$ cat src/rtl/bcrypt_ctext_pkg.sv
// Shared types and constants for the bcrypt final ctext stage.
// Holds the FSM state enum, the magic string and the 64-bit block type.
package bcrypt_pkg;

    typedef enum logic [1:0] {
        IDLE,
        ISSUE,
        WAIT,
        FINISH
    } state_t;

    localparam logic [191:0] BCRYPT_MAGIC =
        192'h4F727068_65616E42_65686F6C_64657253_63727944_6F756274;

    typedef logic [63:0] block_t;

endpackage

$ cat src/rtl/bcrypt_ctext_if.sv
// Start/done handshake to the shared feistel core.
// The ctext stage drives requests through the master side.
interface bcrypt_ctext_if;

    logic        fs_start;
    logic [31:0] fs_L;
    logic [31:0] fs_R;
    logic        fs_done;
    logic [31:0] fs_resultL;
    logic [31:0] fs_resultR;

    modport master (
        output fs_start,
        output fs_L,
        output fs_R,
        input  fs_done,
        input  fs_resultL,
        input  fs_resultR
    );

    modport slave (
        input  fs_start,
        input  fs_L,
        input  fs_R,
        output fs_done,
        output fs_resultL,
        output fs_resultR
    );

endinterface

$ cat src/rtl/bcrypt_ctext.sv
// bcrypt final stage: ECB-encrypts the magic string ROUNDS times.
// Option BCRYPT_CTEXT_TRUNC_EN zeroes hash[7:0] for the 23-byte output.
module bcrypt_ctext
    import bcrypt_pkg::*;
#(
    parameter int           ROUNDS = 64,
    parameter logic [191:0] MAGIC  = BCRYPT_MAGIC
) (
    input  logic           clk,
    input  logic           reset,
    input  logic           start,
    output logic           busy,
    output logic           done,
    output logic [191:0]   hash,
    bcrypt_ctext_if.master fs
);

    localparam logic [7:0] LAST = 8'(ROUNDS - 1);

    state_t     state;
    block_t     ctext [3];
    logic [1:0] blk;
    logic [7:0] round;

    logic [1:0] nxt_blk;
    block_t     nxt_ct;

    assign nxt_blk = (blk == 2'd2) ? 2'd0 : blk + 2'd1;

    // Next block differs from blk, so its ctext is not being rewritten now.
    always_comb begin
        nxt_ct = ctext[0];
        unique case (nxt_blk)
            2'd1:    nxt_ct = ctext[1];
            2'd2:    nxt_ct = ctext[2];
            default: nxt_ct = ctext[0];
        endcase
    end

    always_ff @(posedge clk) begin
        if (!reset) begin
            state       <= IDLE;
            busy        <= 1'b0;
            done        <= 1'b0;
            hash        <= '0;
            fs.fs_start <= 1'b0;
            fs.fs_L     <= '0;
            fs.fs_R     <= '0;
            blk         <= '0;
            round       <= '0;
            for (int i = 0; i < 3; i++) ctext[i] <= '0;
        end else begin
            done        <= 1'b0;
            fs.fs_start <= 1'b0;
            unique case (state)
                IDLE: begin
                    if (start) begin
                        ctext[0]    <= MAGIC[191:128];
                        ctext[1]    <= MAGIC[127:64];
                        ctext[2]    <= MAGIC[63:0];
                        blk         <= '0;
                        round       <= '0;
                        fs.fs_start <= 1'b1;
                        fs.fs_L     <= MAGIC[191:160];
                        fs.fs_R     <= MAGIC[159:128];
                        busy        <= 1'b1;
                        state       <= ISSUE;
                    end
                end
                ISSUE: state <= WAIT;
                WAIT: begin
                    if (fs.fs_done) begin
                        ctext[blk] <= {fs.fs_resultL, fs.fs_resultR};
                        if (blk == 2'd2 && round == LAST) begin
                            state <= FINISH;
                        end else begin
                            if (blk == 2'd2) begin
                                blk   <= '0;
                                round <= round + 8'd1;
                            end else begin
                                blk <= blk + 2'd1;
                            end
                            fs.fs_start <= 1'b1;
                            fs.fs_L     <= nxt_ct[63:32];
                            fs.fs_R     <= nxt_ct[31:0];
                            state       <= ISSUE;
                        end
                    end
                end
                FINISH: begin
`ifdef BCRYPT_CTEXT_TRUNC_EN
                    hash <= {ctext[0], ctext[1], ctext[2][63:8], 8'h00};
`else
                    hash <= {ctext[0], ctext[1], ctext[2]};
`endif
                    done  <= 1'b1;
                    busy  <= 1'b0;
                    state <= IDLE;
                end
                default: state <= IDLE;
            endcase
        end
    end

endmodule

$ cat src/flat_wrapper.sv
// flat-port wrapper written by rule: the top's interface ports become plain ports
module bcrypt_ctext_flat import bcrypt_pkg::*;
#(
    parameter int           ROUNDS = 64,
    parameter logic [191:0] MAGIC  = BCRYPT_MAGIC
)
  (clk, reset, start, busy, done, hash, fs_fs_start, fs_fs_L, fs_fs_R, fs_fs_done, fs_fs_resultL, fs_fs_resultR);
  bcrypt_ctext_if fs_i ();
  input  logic clk;
  input  logic reset;
  input  logic start;
  output logic busy;
  output logic done;
  output logic [191:0] hash;
  output wire logic [$bits(fs_i.fs_start)-1:0] fs_fs_start;
  output wire logic [$bits(fs_i.fs_L)-1:0] fs_fs_L;
  output wire logic [$bits(fs_i.fs_R)-1:0] fs_fs_R;
  input wire logic [$bits(fs_i.fs_done)-1:0] fs_fs_done;
  input wire logic [$bits(fs_i.fs_resultL)-1:0] fs_fs_resultL;
  input wire logic [$bits(fs_i.fs_resultR)-1:0] fs_fs_resultR;
  assign fs_fs_start = fs_i.fs_start;
  assign fs_fs_L = fs_i.fs_L;
  assign fs_fs_R = fs_i.fs_R;
  assign fs_i.fs_done = fs_fs_done;
  assign fs_i.fs_resultL = fs_fs_resultL;
  assign fs_i.fs_resultR = fs_fs_resultR;
  bcrypt_ctext #(.ROUNDS(ROUNDS), .MAGIC(MAGIC)) u_core (.clk(clk), .reset(reset), .start(start), .busy(busy), .done(done), .hash(hash), .fs(fs_i));
endmodule
$ cat config.mk
export PLATFORM = sky130hd
export DESIGN_NAME = bcrypt_ctext_flat
export DESIGN_NICKNAME = d
export VERILOG_FILES = /design/src/rtl/bcrypt_ctext_pkg.sv /design/src/rtl/bcrypt_ctext_if.sv /design/src/rtl/bcrypt_ctext.sv /design/src/flat_wrapper.sv
export SDC_FILE = /design/constraint.sdc
export NUM_CORES = 1
export LEC_CHECK = 0
export CAP_MARGIN = 20
export CORE_MARGIN = 1.5
export CORE_UTILIZATION = 45
export DETAILED_ROUTE_END_ITERATION = 6
export PLACE_DENSITY = 0.73
export SETUP_SLACK_MARGIN = 0.02
export SLEW_MARGIN = 15
export SYNTH_ARGS = -nofsm -noshare
export SYNTH_HDL_FRONTEND = slang
export SYNTH_SLANG_ARGS = --single-unit
$ cat constraint.sdc
create_clock -name clk -period 3.52 [get_ports clk]
set_input_delay 0.352 -clock clk [delete_from_list [all_inputs] [get_ports clk]]
set_output_delay 0.352 -clock clk [all_outputs]
set_load 0.02 [all_outputs]
==> impl_results.md, run 1 <==
- Fmax: 350 MHz
- Status: finished, final reports clean
- Synth unique cells: 46
- Gr ovfl total: 0
- Post-CTS sizing: 0
- Filler cells: 3294
- Met2 Wirelength: approximately 26 mm
- Avg WL per Cell: 20.4 um
- Final wirelength: around 54 mm
- Sink Count: 463
- Setup Skew: 0.0240 ns
- Slew Limit Headroom: 30.5%
- DRC: 0
- Maxcap violations: 0
- I/O Buffers: around 330
- Clk buf depth: 3
- Post-CTS Setup Inserts: 0
- Reg2Reg Setup Slack: 0.67 ns
- Mapped Nets: 1897
- Cell count after synthesis: 1828
- Routability Congestion: 0.821
- Slew at the pin closest to its max-slew limit: 1.04 ns
- Slowest CP cell: dfxtp_1
- Core footprint: 39900 um2
- Die X: 205 um
- Fraction of registers with async set/reset: 0%
- Hold Buf Count CTS: 0
- Highest Signal Layer: met5
- Area of placed instances: 21900 um2
- YS warnings: 0
- Design Power: roughly 12 mW
- Worst path required time: around 3.7 ns
- Hold Crit Class: input pin to flop
- Worst hold slack: 0.260 ns
- Total vias in the final route: 14700
- Die ar.: 41800 um2
- Post-synth top flop: dfxtp_1
- Nets@finish: roughly 2100
- CP Class: flop to flop
- Top-Level Pins: 327
- Share of cells above drive strength 1: ~6.2%
- Clock Latency Late Sink: 0.58 ns
- Fin area: 23500 um2
- Pwr dens: between 500 and 600 nW/um2
- H-tree depth: 2
- RSZ-0062 raised after global routing: no
- Met3 WL: 4.16 mm
- Die H: 205 um
- CTS buffer count: 48
- Sequential fraction of the synthesis area: 61.2%
- Initial Utilization: 45.8%
- Top delay family on crit path: buffers and inverters
- Clock-pin slew on the worst setup and hold paths: 0.06 ns
- Setup crit end kind: flop
- CP dominant cell by count: buf_4
- Final Cycle Share: 81.1%
- Slew Limit Fails: 0
- Initial antenna violation count: 5
- Detailed Routing Iterations Pass 1: 5
- CP Max Fanout: 40
- Pleak: 8.66 nW
- GRT Total Usage: 25.4%
- Worst EP arrival: 3.06 ns
- DRT met1 WL: 22.8 mm
- Mapped cell area: 18300 um2
- FP Rows: 73
- Vias per cell: 5.55
- Reg2Reg Launch Point: u_core.state[1]
- CTS tree: yes
- CP startpoint: u_core.state[1]
- Setup Viol. Count Final: 0
- First-pass GRT wire length: slightly above 80 mm
- Detailed Place HPWL: ~33 mm
- Largest net degree at the start of global routing: 91
- Final hold vios: 0
- DR iter-0 viols: 1043
- Buf/Inv on CP: 2
- CTS Root Cell: clkbuf_16
- CP cell instances: and3b_2 > buf_4 > nand3_1 > nand2_4 > buf_4
- Fin crit period: between 2 and 3 ns
- Post-synth EDFFs: ~190
- Area grow syn2layout: 28.9%
- Crit path largest cell delay: 0.64 ns
- Fin Setup TNS: 0 ns
- Maximum VDD drop: approximately 0.00037 V
- Post-synthesis register bit count: 463
- Startpoint class of the critical path: flop
- Antenna-violating nets left: 0
- Number of global-route vias before repair: 14400
- Syn avg cell area: 10.0 um2
- Layout Utilization: just under 60%
- Hold path start: reset
-- kinds of logic after synthesis --
group                      share of synthesized area, %
and+or+nand+nor                                    17.2
DFF                                                61.2
muxes                                              3.62
adders and majority gates                        0.0685
AOI/OAI and AO/OA                                  14.1
buffers and inverters                              3.77
-- flip-flops by register name, indices dropped and copies added, names as in the netlist --
| name | count |
|---|---|
| u_core.fs.fs_start | 1 |
| u_core.state | 2 |
| u_core.round | 8 |
| u_core.blk | 2 |
| u_core.hash | 192 |
| u_core.done | 1 |
| u_core.fs.fs_R | 32 |
| u_core.fs.fs_L | 32 |
| u_core.ctext | 192 |
| u_core.busy | 1 |
-- final timing paths --
check        cells past startpoint             endpoint
min                              3     u_core.hash[134]
min reg2reg                      2    u_core.fs.fs_R[4]
max reg2reg                      5  u_core.ctext[2][32]
max                              5  u_core.ctext[2][32]
-- cell usage after synthesis (3+ instances only) --
cell	number	area share, %
a21o_1	95	3.9
a21oi_1	195	5.3
a2bb2oi_1	29	1.4
and2_1	101	3.5
buf_2	29	0.79
buf_6	6	0.37
clkbuf_1	116	2.4
dfxtp_1	271	30
edfxtp_1	192	32
inv_1	4	0.082
mux2i_1	66	3.6
nand2_1	499	10
nand2b_1	4	0.14
nand3_1	7	0.19
nand4_1	66	2.3
nor2_1	7	0.14
nor2b_1	3	0.10
nor3_1	3	0.082
nor3b_1	3	0.12
o21ai_0	42	1.2
o21ai_1	60	1.6
-- stage by stage --
step / setup slack (ns) / std cells
after global routing: 0.559 / 2646
final: 0.666 / 2646
after floorplan: 0.0959 / 1828
after CTS: 0.704 / 2642
after global placement: 0.715 / 2552
after detailed placement: 0.692 / 2552
-- metal layers --
layer | up-vias | track usage (%)
met5 | - | 0
met4 | 4 | 8.11
met3 | 88 | 5.71
met2 | 590 | 41.5
met1 | 7177 | 33.5
li1 | 6824 | -
-- placed cells by master, fill, tap and decap left out, types with 4 or more instances in the layout --
cell	n
a21o_1	95
clkbuf_16	50
inv_1	4
nand4_1	66
buf_4	25
bufinv_16	4
nand3_1	7
nor2_1	6
o21ai_0	42
a2bb2oi_1	29
o21ai_1	60
a21oi_1	194
mux2i_1	66
clkdlybuf4s50_1	325
dfxtp_1	269
nand2_1	497
edfxtp_1	192
clkbuf_1	6
buf_12	4
and2_1	99
clkbuf_8	12
clkinv_2	11
-- cell type report --
class	instances	area (um2)	area share [%]
Clock inverter	21	216	0.919
Multi-Input combinational cell	1205	6470	27.5
Antenna cell	3	7.51	0.0319
Tap cell	525	657	2.79
Inverter	5	23.8	0.101
Clock buffer	69	1450	6.14
Sequential cell	463	11200	47.6
Timing Repair Buffer	355	3530	15.0
-- where the power goes --
| group | internal, mW | total [mW] | switching, mW |
|---|---|---|---|
| logic | 0.325 | 0.816 | 0.491 |
| clock network | 3.15 | 5.28 | 2.12 |
| registers | 5.87 | 6.03 | 0.163 |
| total | 9.35 | 12.1 | 2.78 |
-- worst reg2reg max path, delay by kind of cell, from the launching register on --
kind          cells  cell delay [ns]
buf+inv           2             1.03
simple gates      3             0.75
flops             1             0.64
No activity file was read; power rests on OpenSTA's default activity.
==> inputs of run 2 (changes only) <==
--- a/config.mk
+++ b/config.mk
@@ -9,7 +9,7 @@
 export CORE_MARGIN = 1.5
 export CORE_UTILIZATION = 45
 export DETAILED_ROUTE_END_ITERATION = 6
-export PLACE_DENSITY = 0.73
+export PLACE_DENSITY = 0.7
 export SETUP_SLACK_MARGIN = 0.02
 export SLEW_MARGIN = 15
 export SYNTH_ARGS = -nofsm -noshare
==> constraint.sdc (replaced) <==
create_clock -name clk -period 2.7 [get_ports clk]
set_input_delay 0.27 -clock clk [delete_from_list [all_inputs] [get_ports clk]]
set_output_delay 0.27 -clock clk [all_outputs]
set_load 0.02 [all_outputs]
==> impl_results.md, run 2 (synthesis gave the netlist of run 1 again) <==
- Hold Buf Count CTS: 0 (unchanged)
- Final Cycle Share: 85.6% (+4.5 points)
- Initial antenna violation count: 3 (-2)
- Worst path required time: 3.17 ns (-0.55 ns)
- Core footprint: 39900 um2 (unchanged)
- Worst EP arrival: 2.79 ns (-0.27 ns)
- Share of cells above drive strength 1: 5.90% (-0.29 points)
- H-tree depth: 2 (unchanged)
- Setup Viol. Count Final: 0 (unchanged)
- Nets@finish: 2150 (+0.14%)
- Commonest non-fill, non-tap cells in the layout: 497 x nand2_1, 325 x clkdlybuf4s50_1, 269 x dfxtp_1
- Layout Utilization: 59.3% (+0.33 points)
- Area grow syn2layout: 29.6%
- Worst hold slack: 0.289 ns (+0.0292 ns)
- Largest regs: u_core.ctext (192), u_core.hash (192)
- Pwr dens: 658 nW/um2 (+28%)
- Pleak: 8.69 nW (+0.34%)
- Clock-pin slew on the worst setup and hold paths: 0.06 ns (about the same)
- Slew at the pin closest to its max-slew limit: 1.03 ns (-0.0140 ns)
- FP Rows: 73 (unchanged)
- Fin area: 23700 um2 (+0.56%)
- Routability Congestion: 0.809 (-1.5%)
- Sink Count: 463 (unchanged)
- Status: finished, final reports clean
- DR iter-0 viols: 996 (-4.5%)
- Post-CTS sizing: 0 (unchanged)
- Total vias in the final route: 14500 (-1.1%)
- GRT Total Usage: 25.1% (-0.28 points)
- Antenna-violating nets left: 0 (unchanged)
- Hold Crit Class: input pin to flop
- Slew Limit Headroom: 31.4% (+0.93 points)
- CP Max Fanout: 65 (+63%)
- Pre-CTS setup slack: 0.344 ns (-0.349 ns)
- Largest net degree at the start of global routing: 198 (+120%)
- Die X: 205 um (unchanged)
- Fmax: 433 MHz (+23%)
- Detailed Routing Iterations Pass 1: 5 (unchanged)
- CTS tree: yes
- First-pass GRT wire length: 81.2 mm (-1.3%)
- Avg WL per Cell: 20.2 um (-1.4%)
- DRC: 0 (unchanged)
- Fin Setup TNS: 0 ns (unchanged)
- Maximum VDD drop: 0.000415 V (+13%)
- Final wirelength: 53.4 mm (-1.3%)
- Vias per cell: 5.49 (-1.1%)
- Commonest non-fill, non-tap cell in the layout: nand2_1
- I/O Buffers: 326 (unchanged)
- Clock Latency Late Sink: 0.58 ns (about the same)
- Top-Level Pins: 327 (unchanged)
- Number of global-route vias before repair: 14000 (-2.7%)
- Maxcap violations: 0 (unchanged)
- Slew Limit Fails: 0 (unchanged)
- CTS Root Cell: clkbuf_16
- Fin worst setup slack: 0.389 ns (-0.277 ns)
- RSZ-0062 raised after global routing: no
- Startpoint class of the critical path: flop
- Setup Skew: 0.0232 ns (-0.000837 ns)
- CTS buffer count: 47 (-2.1%)
- Die H: 205 um (unchanged)
- CP Class: flop to flop
- Setup crit end kind: flop
- Final hold vios: 0 (unchanged)
- Clk buf depth: 3 (unchanged)
- Die ar.: 41800 um2 (unchanged)
- Area of placed instances: 22100 um2 (+0.97%)
- Fin crit period: 2.31 ns (-0.543 ns)
- Post-CTS Setup Inserts: 0 (unchanged)
- Filler cells: 3328 (+1.0%)
- Detailed Place HPWL: 32.4 mm (-2.6%)
- Gr ovfl total: 0 (unchanged)
- Initial Utilization: 45.8% (unchanged)
==> run 2: path summary, 6_finish.rpt <==
kind                startpoint                 to  slack, ns  cells past startpoint
max reg2reg    u_core.state[0]      u_core.blk[1]       0.39                      5
min                      reset    u_core.round[4]       0.29                      4
max            u_core.state[0]      u_core.blk[1]       0.39                      5
min reg2reg  u_core.fs.fs_L[2]  u_core.fs.fs_L[2]       0.45                      2
==> run 2: final cells by class <==
class | count | area, um2 | share of cell area, %
sequential | 463 | 11200 | 47.3
timing repair buffer | 359 | 3730 | 15.8
inverter | 5 | 23.8 | 0.100
clock inverter | 11 | 98.8 | 0.417
multi-input combinational | 1205 | 6470 | 27.3
clock buffer | 77 | 1490 | 6.31
tap | 525 | 657 | 2.77
antenna | 3 | 7.51 | 0.0317
==> run 2: worst max-delay path, stage by stage (launching register included) <==
cell and delay (ns):
dfxtp_1 0.61, and4bb_1 0.28, or3b_4 0.24, buf_4 0.62, nand2_1 0.17, a31o_2 0.28
==> run 2: per-layer routing <==
| layer | up-vias | GRT usage [%] | routed length [um] |
|---|---|---|---|
| li1 | 6832 | - | - |
| met1 | 6991 | 34.4 | 23000 |
| met2 | 607 | 39.5 | 24700 |
| met3 | 96 | 4.69 | 4130 |
| met4 | 2 | 9.80 | 1550 |
| met5 | - | 0 | 9 |
==> run 2: power by group <==
group,internal [mW],switching [mW]
Combinational,0.459,0.666
Sequential,7.64,0.198
Clock,3.88,2.73
==> run 2: through the flow <==
step / total power [mW] / cells
floorplan: 8.53 / 1828
global placement: 9.08 / 2557
detailed placement: 9.11 / 2557
CTS: 15.7 / 2645
global route: 16.1 / 2647
finish: 15.6 / 2648
==> patch, RTL diff (settings of run 1) <==
Make the reset (`reset`) asynchronous in one clocked block.
--- a/src/rtl/bcrypt_ctext.sv
+++ b/src/rtl/bcrypt_ctext.sv
@@ -37,7 +37,7 @@
         endcase
     end
 
-    always_ff @(posedge clk) begin
+    always_ff @(posedge clk or negedge reset) begin
         if (!reset) begin
             state       <= IDLE;
             busy        <= 1'b0;
Function: differs if reset is asserted again (counterexample within 4 cycles, from zero or initial values and one cycle with reset low); with reset held inactive, the same outputs for 4 cycles.
==> patch against run 1 <==
  * Clock skew down 0.012 ns
  * Wire length fell by 1.9%
  * Sequential cell count did not move
  * Global-route usage down 0.12 points
  * Count of clock-buffer cells in the layout grew 2
  * Design area increased by 2.4%
  * Via count fell by 14%
  * Worst hold slack gained 0.17 ns
  * Setup slack improved by 0.062 ns
  * Maximum frequency is 2.2% higher
  * Synthesized area grew 1.5%
  * Largest cell class unchanged
Power is not compared: it rests on default switching activity, and its combinational part moved more than twofold at a synthesized area within 25%.
==> patch: results (changes against run 1) <==
| Metric | Value |
|---|---|
| Worst setup slack before clock tree synthesis | 0.6187 ns (-0.07375 ns) |
| Mean routed wirelength per cell | 24.05 um (+18%) |
| First-pass GRT wire length | 80,660 um (-2.0%) |
| Setup slack of the worst register-to-register path | 0.73 ns (+0.06 ns) |
| Avg Cell Area, Syn | 14.04 um2 (+40%) |
| Number of multi-input combinational cells in the layout | 755 (-37%) |
| Post-route clock skew | 0.01242 ns (-0.01159 ns) |
| Worst Hold Margin | 0.4277 ns (+0.1681 ns) |
| Proportion of cell area occupied by registers | 0.4810 (+0.005443) |
| M1 WL | 22,380 um (-2.0%) |
| Share of post-route cells with drive strength above 1 | 0.2288 (+0.1669) |
| Number of antenna violations at the first check in global routing | 0 (-5) |
| Estimated wirelength of the detail-placed design | 33,220 um (about the same) |
| Final wirelength | 53,080 um (-1.9%) |
| Class of the most critical hold timing path | in -> async |
| Total met2 wirelength after detailed routing | 26,110 um (+1.7%) |
| Placement-stage cell area | 22,570 um2 (+3.2%) |
| Synth-to-Final Area Change | 29.94% |
| Run status | complete, no violations |
| Number of antenna diodes | 1 (-2) |
| Routed via count divided by cell count | 5.719 (+3.1%) |
| Final Net Count | 1,711 (-20%) |
| Non-clk invs | 7 (+2) |
| Fraction of registers with async set/reset | 1.000 (+1.000) |
| GPL Wtd Cong | 0.7734 (-5.8%) |
| Critical register-to-register path endpoint | u_core.fs.fs_R[21] |
| Maximum clock rate | 358.2 MHz (+2.2%) |
| Met3 Resource Use GR | 0.05046 (-0.006654) |
| Highest fanout seen on the critical path | 16 (-60%) |
| Startpoint of the worst register-to-register path | u_core.state[1] |
| Number of global-route vias before repair | 13,223 (-8.4%) |
| Worst slew slack as a fraction of its limit | 0.3566 (+0.05155) |
| Detail Route met3 WL | 3413 um (-18%) |
| Biggest cell delay along the critical path | 0.69 ns (+0.05 ns) |
| Crit path DAT | 3.24 ns (+0.18 ns) |
| Post-synth top area share | 0.6246 (+0.3091) |
| Clkbuf count | 71 (+2.9%) |
| Number of signal-net buffers in the layout | 367 (+3.4%) |
| Met2 usage in global routing | 0.4169 (+0.002055) |
| Met1 global-route usage | 0.3361 (+0.001126) |
| Initial detailed-routing violation count | 724 (-31%) |
| Cell total after placement | 2,123 (-17%) |
| Share of the yosys chip area belonging to registers | 0.6246 (+0.01219) |
| Most frequent cells after synthesis | 463 x dfrtp_1, 221 x mux2_2, 98 x a22o_1, 70 x o22a_1, 65 x mux2i_1 |
| Relative area of clock buffers and inverters in the final design | 0.06322 (-0.007390) |
| Combinational cell fraction of total power | 0.372 |
| Synthesized netlist cell count | 1,321 (-28%) |
| Cells taking the most area after synthesis | dfrtp_1 62%, mux2_2 13%, a22o_1 4.6% |
| Max Used Layer | met4 |
patch: cell count changes after synthesis, sizes merged, moves of 91 or more:
cell | before | now
dfrtp | 0 | 463
dfxtp | 271 | 0
a22o | 0 | 98
a21o | 95 | 4
mux2 | 0 | 250
a21oi | 195 | 50
and2 | 102 | 1
nand2 | 499 | 60
edfxtp | 192 | 0
patch: worst reg2reg max path: stages, from the launching register on:
cell and delay, ns:
dfrtp_1 0.69, mux2i_1 0.36, nor2_1 0.37, o21ai_4 0.11, inv_2 0.48, buf_4 0.32
mux2_4 0.32
patch: kinds of logic after synthesis:
logic type                 after synthesis  synth area share
adders and majority gates                1         0.0006744
AOI/OAI and AO/OA                      293            0.1231
buffers and inverters                  103           0.02421
DFF                                    463            0.6246
and+or+nand+nor                        146           0.03474
muxes                                  315            0.1927
patch: timing repair:
item	in CTS	in global routing
setup endpoints to repair	0	0
endpoints found under the hold margin	84	0
gates resized for setup	0	0
hold buffers	1	0
